`config.mk`:
```
export PLATFORM = sky130hd
export DESIGN_NAME = ksa_j_sequencer_flat
export DESIGN_NICKNAME = d
export VERILOG_FILES = /design/src/rtl/rc4_pkg.sv /design/src/rtl/ksa_j_sequencer_if.sv /design/src/rtl/key_byte_sel.sv /design/src/rtl/ksa_j_sequencer.sv /design/src/flat_wrapper.sv
export SDC_FILE = /design/constraint.sdc
export NUM_CORES = 1
export LEC_CHECK = 0
export BUFFER_PORTS_ARGS = -buffer_cell sky130_fd_sc_hd__buf_2
export CAP_MARGIN = 0
export CELL_PAD_IN_SITES_DETAIL_PLACEMENT = 1
export CELL_PAD_IN_SITES_GLOBAL_PLACEMENT = 1
export CORE_MARGIN = 5
export CORE_UTILIZATION = 35
export CTS_CLUSTER_DIAMETER = 100
export DETAILED_ROUTE_END_ITERATION = 12
export HOLD_SLACK_MARGIN = 0.15
export PLACE_DENSITY_LB_ADDON = 0.05
export SKIP_CTS_REPAIR_TIMING = 1
export SLEW_MARGIN = 20
export SYNTH_ARGS = -nofsm -noshare
export SYNTH_HDL_FRONTEND = slang
export SYNTH_HIERARCHICAL = 1
export SYNTH_SLANG_ARGS = --single-unit
```
`constraint.sdc`:
```
create_clock -name i_clk -period 4 [get_ports i_clk]
set_input_delay 0.4 -clock i_clk [delete_from_list [all_inputs] [get_ports i_clk]]
set_output_delay 0.4 -clock i_clk [all_outputs]
set_load 0.02 [all_outputs]
```
`src/rtl/rc4_pkg.sv`:
```
// Shared types and constants for the RC4 key-scheduling sequencer.
package rc4_pkg;
  typedef enum logic [2:0] {
    IDLE, RD_ADDR, RD_WAIT, CALC, REQ, WAIT_SWAP, NEXT, DONE
  } ksa_state_t;

  localparam int SBOX_SIZE   = 256;
  localparam int KEY_LEN_DEF = 3;
  localparam int RD_LAT_DEF  = 1;
endpackage

```
`src/rtl/ksa_j_sequencer_if.sv`:
```
// S-box RAM read port plus the swap-stage handshake seen by the sequencer.
interface ksa_j_sequencer_if;
  logic [7:0] mem_addr;
  logic [7:0] mem_rdata;
  logic       swap_flag;
  logic [7:0] counter_i;
  logic [7:0] counter_j;
  logic       swap_done;

  modport master (
    output mem_addr, swap_flag, counter_i, counter_j,
    input  mem_rdata, swap_done
  );

  modport slave (
    input  mem_addr, swap_flag, counter_i, counter_j,
    output mem_rdata, swap_done
  );
endinterface

```
`src/rtl/key_byte_sel.sv`:
```
// Selects key byte k from the latched key; byte 0 is the most significant byte.
module key_byte_sel #(
  parameter int KEY_LEN = 3,
  parameter int KW      = 2
) (
  input  logic [8*KEY_LEN-1:0] i_key,
  input  logic [KW-1:0]        i_k,
  output logic [7:0]           o_byte
);
  always_comb begin
    o_byte = '0;
    for (int b = 0; b < KEY_LEN; b++) begin
      if (i_k == KW'(b)) o_byte = i_key[8*(KEY_LEN-1-b) +: 8];
    end
  end
endmodule

```
`src/rtl/ksa_j_sequencer.sv`:
```
// RC4 KSA j-sequencer: reads s[i], accumulates j, hands (i, j) to the swap stage
// and waits for its completion before moving to the next i.
module ksa_j_sequencer
  import rc4_pkg::*;
#(
  parameter int KEY_LEN = KEY_LEN_DEF,
  parameter int RD_LAT  = RD_LAT_DEF
) (
  input  logic                 i_clk,
  input  logic                 i_reset,
  input  logic                 i_start,
  input  logic [8*KEY_LEN-1:0] i_secret_key,
  ksa_j_sequencer_if.master    if_seq,
  output logic                 o_busy,
  output logic                 o_done
);
  localparam int              KW        = (KEY_LEN > 1) ? $clog2(KEY_LEN) : 1;
  localparam logic [1:0]      WAIT_LAST = 2'(RD_LAT - 1);
  localparam logic [7:0]      I_LAST    = 8'(SBOX_SIZE - 1);
  localparam logic [KW-1:0]   K_LAST    = KW'(KEY_LEN - 1);

  ksa_state_t r_state, w_state_nxt;

  logic [8*KEY_LEN-1:0] r_key;
  logic [7:0]           r_i, r_j, r_mem_addr, r_cnt_i, r_cnt_j;
  logic [KW-1:0]        r_k;
  logic [1:0]           r_wait;
  logic [7:0]           w_key_byte, w_j_nxt;
  logic                 w_swap_flag, w_done;

  key_byte_sel #(.KEY_LEN(KEY_LEN), .KW(KW)) u_key_sel (
    .i_key  (r_key),
    .i_k    (r_k),
    .o_byte (w_key_byte)
  );

  // 8-bit wrap is the mod-256 of the KSA
  assign w_j_nxt = r_j + if_seq.mem_rdata + w_key_byte;

  always_ff @(posedge i_clk) begin
    if (i_reset) r_state <= IDLE;
    else         r_state <= w_state_nxt;
  end

  always_comb begin
    w_state_nxt = r_state;
    w_swap_flag = 1'b0;
    w_done      = 1'b0;
    case (r_state)
      IDLE:      if (i_start) w_state_nxt = RD_ADDR;
      RD_ADDR:   w_state_nxt = RD_WAIT;
      RD_WAIT:   if (r_wait == WAIT_LAST) w_state_nxt = CALC;
      CALC:      w_state_nxt = REQ;
      REQ: begin
        w_swap_flag = 1'b1;
        w_state_nxt = WAIT_SWAP;
      end
      WAIT_SWAP: if (if_seq.swap_done) w_state_nxt = NEXT;
      NEXT:      w_state_nxt = (r_i == I_LAST) ? DONE : RD_ADDR;
      DONE: begin
        w_done      = 1'b1;
        w_state_nxt = IDLE;
      end
      default:   w_state_nxt = IDLE;
    endcase
  end

  always_ff @(posedge i_clk) begin
    if (i_reset) begin
      r_key      <= '0;
      r_i        <= '0;
      r_j        <= '0;
      r_k        <= '0;
      r_wait     <= '0;
      r_mem_addr <= '0;
      r_cnt_i    <= '0;
      r_cnt_j    <= '0;
    end else begin
      case (r_state)
        IDLE: if (i_start) begin
          r_key <= i_secret_key;
          r_i   <= '0;
          r_j   <= '0;
          r_k   <= '0;
        end
        RD_ADDR: begin
          r_mem_addr <= r_i;
          r_wait     <= '0;
        end
        RD_WAIT: r_wait <= r_wait + 2'd1;
        // counters load here so they are already valid while swap_flag is high
        CALC: begin
          r_j     <= w_j_nxt;
          r_cnt_i <= r_i;
          r_cnt_j <= w_j_nxt;
        end
        NEXT: if (r_i != I_LAST) begin
          r_i <= r_i + 8'd1;
          r_k <= (r_k == K_LAST) ? '0 : r_k + KW'(1);
        end
        default: ;
      endcase
    end
  end

  assign if_seq.mem_addr  = r_mem_addr;
  assign if_seq.swap_flag = w_swap_flag;
  assign if_seq.counter_i = r_cnt_i;
  assign if_seq.counter_j = r_cnt_j;
  assign o_busy           = (r_state != IDLE);
  assign o_done           = w_done;
endmodule

```
`src/flat_wrapper.sv`:
```
// flat-port wrapper written by rule: the top's interface ports become plain ports
module ksa_j_sequencer_flat import rc4_pkg::*;
#(
  parameter int KEY_LEN = KEY_LEN_DEF,
  parameter int RD_LAT  = RD_LAT_DEF
)
  (i_clk, i_reset, i_start, i_secret_key, o_busy, o_done, if_seq_mem_addr, if_seq_swap_flag, if_seq_counter_i, if_seq_counter_j, if_seq_mem_rdata, if_seq_swap_done);
  ksa_j_sequencer_if if_seq_i ();
  input  logic i_clk;
  input  logic i_reset;
  input  logic i_start;
  input  logic [8*KEY_LEN-1:0] i_secret_key;
  output logic o_busy;
  output logic o_done;
  output wire logic [$bits(if_seq_i.mem_addr)-1:0] if_seq_mem_addr;
  output wire logic [$bits(if_seq_i.swap_flag)-1:0] if_seq_swap_flag;
  output wire logic [$bits(if_seq_i.counter_i)-1:0] if_seq_counter_i;
  output wire logic [$bits(if_seq_i.counter_j)-1:0] if_seq_counter_j;
  input wire logic [$bits(if_seq_i.mem_rdata)-1:0] if_seq_mem_rdata;
  input wire logic [$bits(if_seq_i.swap_done)-1:0] if_seq_swap_done;
  assign if_seq_mem_addr = if_seq_i.mem_addr;
  assign if_seq_swap_flag = if_seq_i.swap_flag;
  assign if_seq_counter_i = if_seq_i.counter_i;
  assign if_seq_counter_j = if_seq_i.counter_j;
  assign if_seq_i.mem_rdata = if_seq_mem_rdata;
  assign if_seq_i.swap_done = if_seq_swap_done;
  ksa_j_sequencer #(.KEY_LEN(KEY_LEN), .RD_LAT(RD_LAT)) u_core (.i_clk(i_clk), .i_reset(i_reset), .i_start(i_start), .i_secret_key(i_secret_key), .if_seq(if_seq_i), .o_busy(o_busy), .o_done(o_done));
endmodule
```
* Word-level counts from Yosys, hierarchy flattened *
Index checks and enable logic that the tools add are counted.

storage, ports and cells
  bits of input ports = 36
  word-level logic and storage cells = 59
  register bits after elaboration = 71

cells by class
  mux-type cells = 19
  reductions and logical operators = 11
  eq/ne operators = 15
  $add $sub $neg = 5

operator list
  operator                                                                 count
  8-bit two-way mux                                                        5
  8-bit one-hot mux with 2 select lines                                    2
  3-bit one-hot mux with 8 select lines                                    1
  8-bit adder                                                              2
  3-bit equality test, second input constant                               4
  3-bit two-way mux                                                        4
  8-bit by 1-bit adder with 8-bit output, second input constant            1
  8-bit equality test, second input constant                               1
  8-bit inequality test, second input constant                             1
  2-bit one-hot mux with 2 select lines                                    2
  3-bit by 2-bit equality test with 1-bit output, second input constant    2
  2-bit two-way mux                                                        3
  3-bit AND reduction                                                      2
  2-bit nonzero test                                                       3
  2-bit by 1-bit adder with 2-bit output, second input constant            2
  2-bit logical NOT                                                        2
  2-bit by 1-bit inequality test with 1-bit output, second input constant  2
  2-bit inequality test, second input constant                             2
  2-bit AND reduction                                                      2
  3-bit by 1-bit equality test with 1-bit output, second input constant    1
  3-bit logical NOT                                                        1
  3-bit nonzero test                                                       1
  2-bit by 1-bit equality test with 1-bit output, second input constant    1
  2-bit equality test, second input constant                               1
  1-bit two-way mux                                                        2

* Longest topological paths before layout *
  depth after elaboration = 6
  gate-level depth with buffers = 15
  depth with buffers taken out = 13

* Modules after synthesis *
The synthesis kept the hierarchy.

modules (own cells, without submodules)
  module           instances  area an instance (µm²)  sequential area each (µm²)  cells each
  ksa_j_sequencer  1          3174.3                  1421.4                      368
  key_byte_sel     1          197.7                   0.0                         20

* Worst setup path before layout *
No wires, ideal clock.

  kind = flip-flop to flip-flop
  from = register u_core.r_k[1]
  to = register u_core.r_cnt_j[7], in the netlist u_core/if_seq.counter_j[7]
  library setup time = 0.121 ns
  required time = 3.879 ns
  data arrival time = 2.603 ns
  buffers on the path = 2
  cell stages (with the launch flop) = 16
  setup slack = 1.276 ns
  path through = dfxtp_1 > buf_6 > nor2b_4 > buf_6 > o2bb2ai_1 > inv_1 > fa_1 > inv_1 > ha_1 > inv_1 > fa_1 > nor2b_1 > o31ai_1 > a21oi_1 > mux2i_1 > nand2_1

on the way
  word-level cells in the longest chain between the ends = 5
  elaborated cells between the ends (all ways) = 7

ends and longest elaborated chain
  item                             RTL line               RTL
  from (decl)                      ksa_j_sequencer.sv:26  logic [KW-1:0] r_k;
  from (signal assigned)           ksa_j_sequencer.sv:99  r_k <= (r_k == K_LAST) ? '0 : r_k + KW'(1);
  2-bit logical NOT                key_byte_sel.sv:13     if (i_k == KW'(b)) o_byte = i_key[8*(KEY_LEN-1-b) +: 8];
  8-bit two-way mux (2 in series)  key_byte_sel.sv:13
  8-bit two-way mux *              key_byte_sel.sv:13
  via u_core.w_key_byte[1]         ksa_j_sequencer.sv:28  logic [7:0] w_key_byte, w_j_nxt;
  8-bit adder *                    ksa_j_sequencer.sv:38  assign w_j_nxt = r_j + if_seq.mem_rdata + w_key_byte;
  to (signal assigned)             ksa_j_sequencer.sv:95  r_cnt_j <= w_j_nxt;
  to (decl)                        ksa_j_sequencer.sv:25  logic [7:0] r_i, r_j, r_mem_addr, r_cnt_i, r_cnt_j;

The timed path passes the listed nets; every way through them passes the cells marked *.
A chain may end at the register's enable or synchronous reset.

* Worst setup path in the final report *
  from = register u_core.r_k[0]
  to = register u_core.r_j[7]

on the way
  word-level cells in the longest chain between the ends = 6
  elaborated cells between the ends (all ways) = 8

ends and longest elaborated chain
  item                                     RTL line               RTL
  2-bit logical NOT                        key_byte_sel.sv:13
  8-bit two-way mux (2 in series)          key_byte_sel.sv:13
  8-bit two-way mux *                      key_byte_sel.sv:13
  via u_core.w_key_byte[1]                 ksa_j_sequencer.sv:28
  8-bit adder *                            ksa_j_sequencer.sv:38
  8-bit one-hot mux with 2 select lines *  ksa_j_sequencer.sv:79  case (r_state)
  to (signal assigned)                     ksa_j_sequencer.sv:93  r_j <= w_j_nxt;
  to (decl)                                ksa_j_sequencer.sv:25

Marked as above.

==> results_dict.tcl <==
set metrics [dict create \
    place_inst 557 \
    nNetsFinal 491 \
    worstSetupStartpointType "flip-flop" \
    syn_area_per_cell_um2 8.69 \
    synth_top_area_frac 0.422 \
    cp.arrival_ns 3.34 \
    ys_seq_area_frac 0.422 \
    ys_ff_latch 71 \
    portBuffers 62 \
    cap_viol_max_count 0 \
    dieArea_um2 11700 \
    die_w_um 108 \
    grt_max_degree 48 \
    max_freq_ghz 0.322 \
    cts.sinks 71 \
    tightest_slew_ns 0.981 \
    vdd_drop_max_mv 0.178 \
    setup_tns_ns 0 \
    clk_pin_slew_worst_paths_ns 0.08 \
    synth_cell_types 45 \
    power_mw 1.68 \
    worst_ep_required_time_ns 4.23 \
    synthToLayoutAreaGrowth_pct 16.4 \
    final_util 0.421 \
    wl_um 8530 \
    placed_cell_area_um2 3700 \
    fin_crit_ns 3.11 \
    critPathMostFrequentCell "inv_1" \
    worst_path_largest_cell_delay_ns 0.72 \
    slowest_stage "dfxtp_1" \
    place_congestion 0.776 \
    dp_hpwl_um 6150 \
    core_area_um2 9330 \
    grt_pass1_wl_um 14100 \
    grt_usage 0.153 \
    n_antenna_cell 0 \
    hold_ws_ns 0.286 \
    power_leakage_nw 1.57 \
    syn_inst 388 \
    slew-limit-headroom 0.346 \
    status "finished clean" \
    synth_nets 440 \
    clockBufferDepth 2 \
    grt_overflow 0 \
    hold_viol 0 \
    detail-route-antenna-nets 0 \
    slew_violations 0 \
    synth_edf_count 0 \
    antenna_found_initial 0 \
    drt_first_pass_iters 4 \
    place_ws_ns 0.861 \
    synth_area_leaders "dfxtp_1 42%, nand2_1 10%, a21oi_1 8.6%" \
    cts_root_buf "clkbuf_8" \
    synth_top_flop_cell "dfxtp_1" \
    die_h_um 108 \
    clock_latency_ns 0.34 \
    remaining_drc_errors 0 \
    end_kind "flip-flop" \
    cts_tree "done" \
    fp-row-count 35 \
    start_util 0.362 \
    synthArstFlopShare 0 \
    layout_worst_path_cycle_share 0.777 \
    wire_per_inst_um 14.9 \
    finClkSkew_ns 0.0130 \
    fin_area_um2 3930 \
    ioPinCount 63 \
    netlist_area_um2 3370 \
    vias 2723 \
    grt_pass1_vias 2866 \
    crit_type "flip-flop to flip-flop" \
    cp_max_fo 12 \
    p_per_area_nw_per_um2 429 \
    cts-buffers-inserted 9 \
    htreeDepth 3 \
    finalSetupViolations 0 \
    drive_gt1_frac 0.209 \
    yosysWarningCount 6 \
    rsz0062_at_grt "no" \
    synth_top_cell_by_area "dfxtp_1" \
    final_common_cell "nand2_1" \
    via_per_inst 4.75 \
    critical_path.cell_chain "mux2i_1, o2bb2ai_1, inv_1, fa_1, inv_1, ha_1, inv_1, fa_1, nor2b_1, o31ai_1, a21oi_1, mux2i_1, nand2_1" \
    stdcell_count 573 \
    hp-class "primary input to flip-flop" \
    drtIter0Drc 78 \
    final_cell_mix "91 x nand2_1, 71 x dfxtp_1, 62 x buf_2" \
    fin_ws_ns 0.893 \
]
## metal layers
| layer | track usage | routed length, um | vias up |
|---|---|---|---|
| met2 | 0.274 | 4320 | 34 |
| met1 | 0.184 | 3840 | 1292 |
| met4 | 0.0460 | 84 | 0 |
| met5 | 0 | 0 | - |
| li1 | - | - | 1391 |
| met3 | 0.0340 | 284 | 6 |
## worst max-delay path, delay by kind of cell (launching register included)
family | cells | cell delay (ns)
adder cells (fa/ha/maj) | 3 | 0.98
flip-flops | 1 | 0.72
multiplexers | 2 | 0.51
AO/OA/AOI/OAI | 3 | 0.34
AND/OR/NAND/NOR | 2 | 0.23
buffers and inverters | 3 | 0.20
## cell families after synthesis
family | count (synthesis) | synth area share
flops | 71 | 0.422
mux | 17 | 0.0505
fa+ha+maj | 16 | 0.0772
xor+xnor | 11 | 0.0286
buf+inv | 34 | 0.0583
simple gates | 158 | 0.218
compound gates | 81 | 0.146
## flip-flops by register name (all words and copies together), names as in the netlist
register	cells
u_core/if_seq.counter_j	8
u_core/r_j	8
u_core/r_key	24
u_core/if_seq.counter_i	8
u_core/r_wait	2
u_core/r_i	8
u_core/if_seq.mem_addr	8
u_core/r_k	2
u_core/r_state	3
## final timing paths
check / slack (ns) / endpoint / cells past startpoint / from
worst min-delay path: 0.29 / u_core/r_key[21] / 3 / i_secret_key[21]
worst max register to register: 0.89 / u_core/r_j[7] / 13 / u_core/r_k[0]
worst min register to register: 0.46 / u_core/if_seq.counter_j[0] / 2 / u_core/if_seq.counter_j[0]
worst max-delay path: 0.89 / u_core/r_j[7] / 13 / u_core/r_k[0]
## synthesized netlist by cell type, drive strengths merged, types with 2 or more instances
master and number:
nor2 32, nand2 92, nand3b 2, and2 3, clkbuf 7, inv 11
o2bb2ai 8, nor3b 2, buf 16, xor2 3, ha 8, or2 2
xnor2 8, and3 4, a21oi 58, dfxtp 71, nor3 8, o21ai 7
nand3 4, nand4 3, fa 8, mux2i 17, nor2b 4
## area by class of cell
cell class	count	area, um2
fillers	1139	5400
multi-input cells	283	1750
flip-flops and latches	71	1420
repair buffers	63	318
well taps	129	161
clock buffers	10	138
clock inverters	6	92.6
inverters	11	41.3
## report_power, final
group	internal [mW]	switching, mW	total [mW]	leakage, nW
Clock	0.371	0.285	0.656	0.109
Combinational	0.101	0.157	0.258	0.889
Sequential	0.739	0.0310	0.770	0.576
Total	1.21	0.473	1.68	1.57
(Power assumes the default switching activity.)
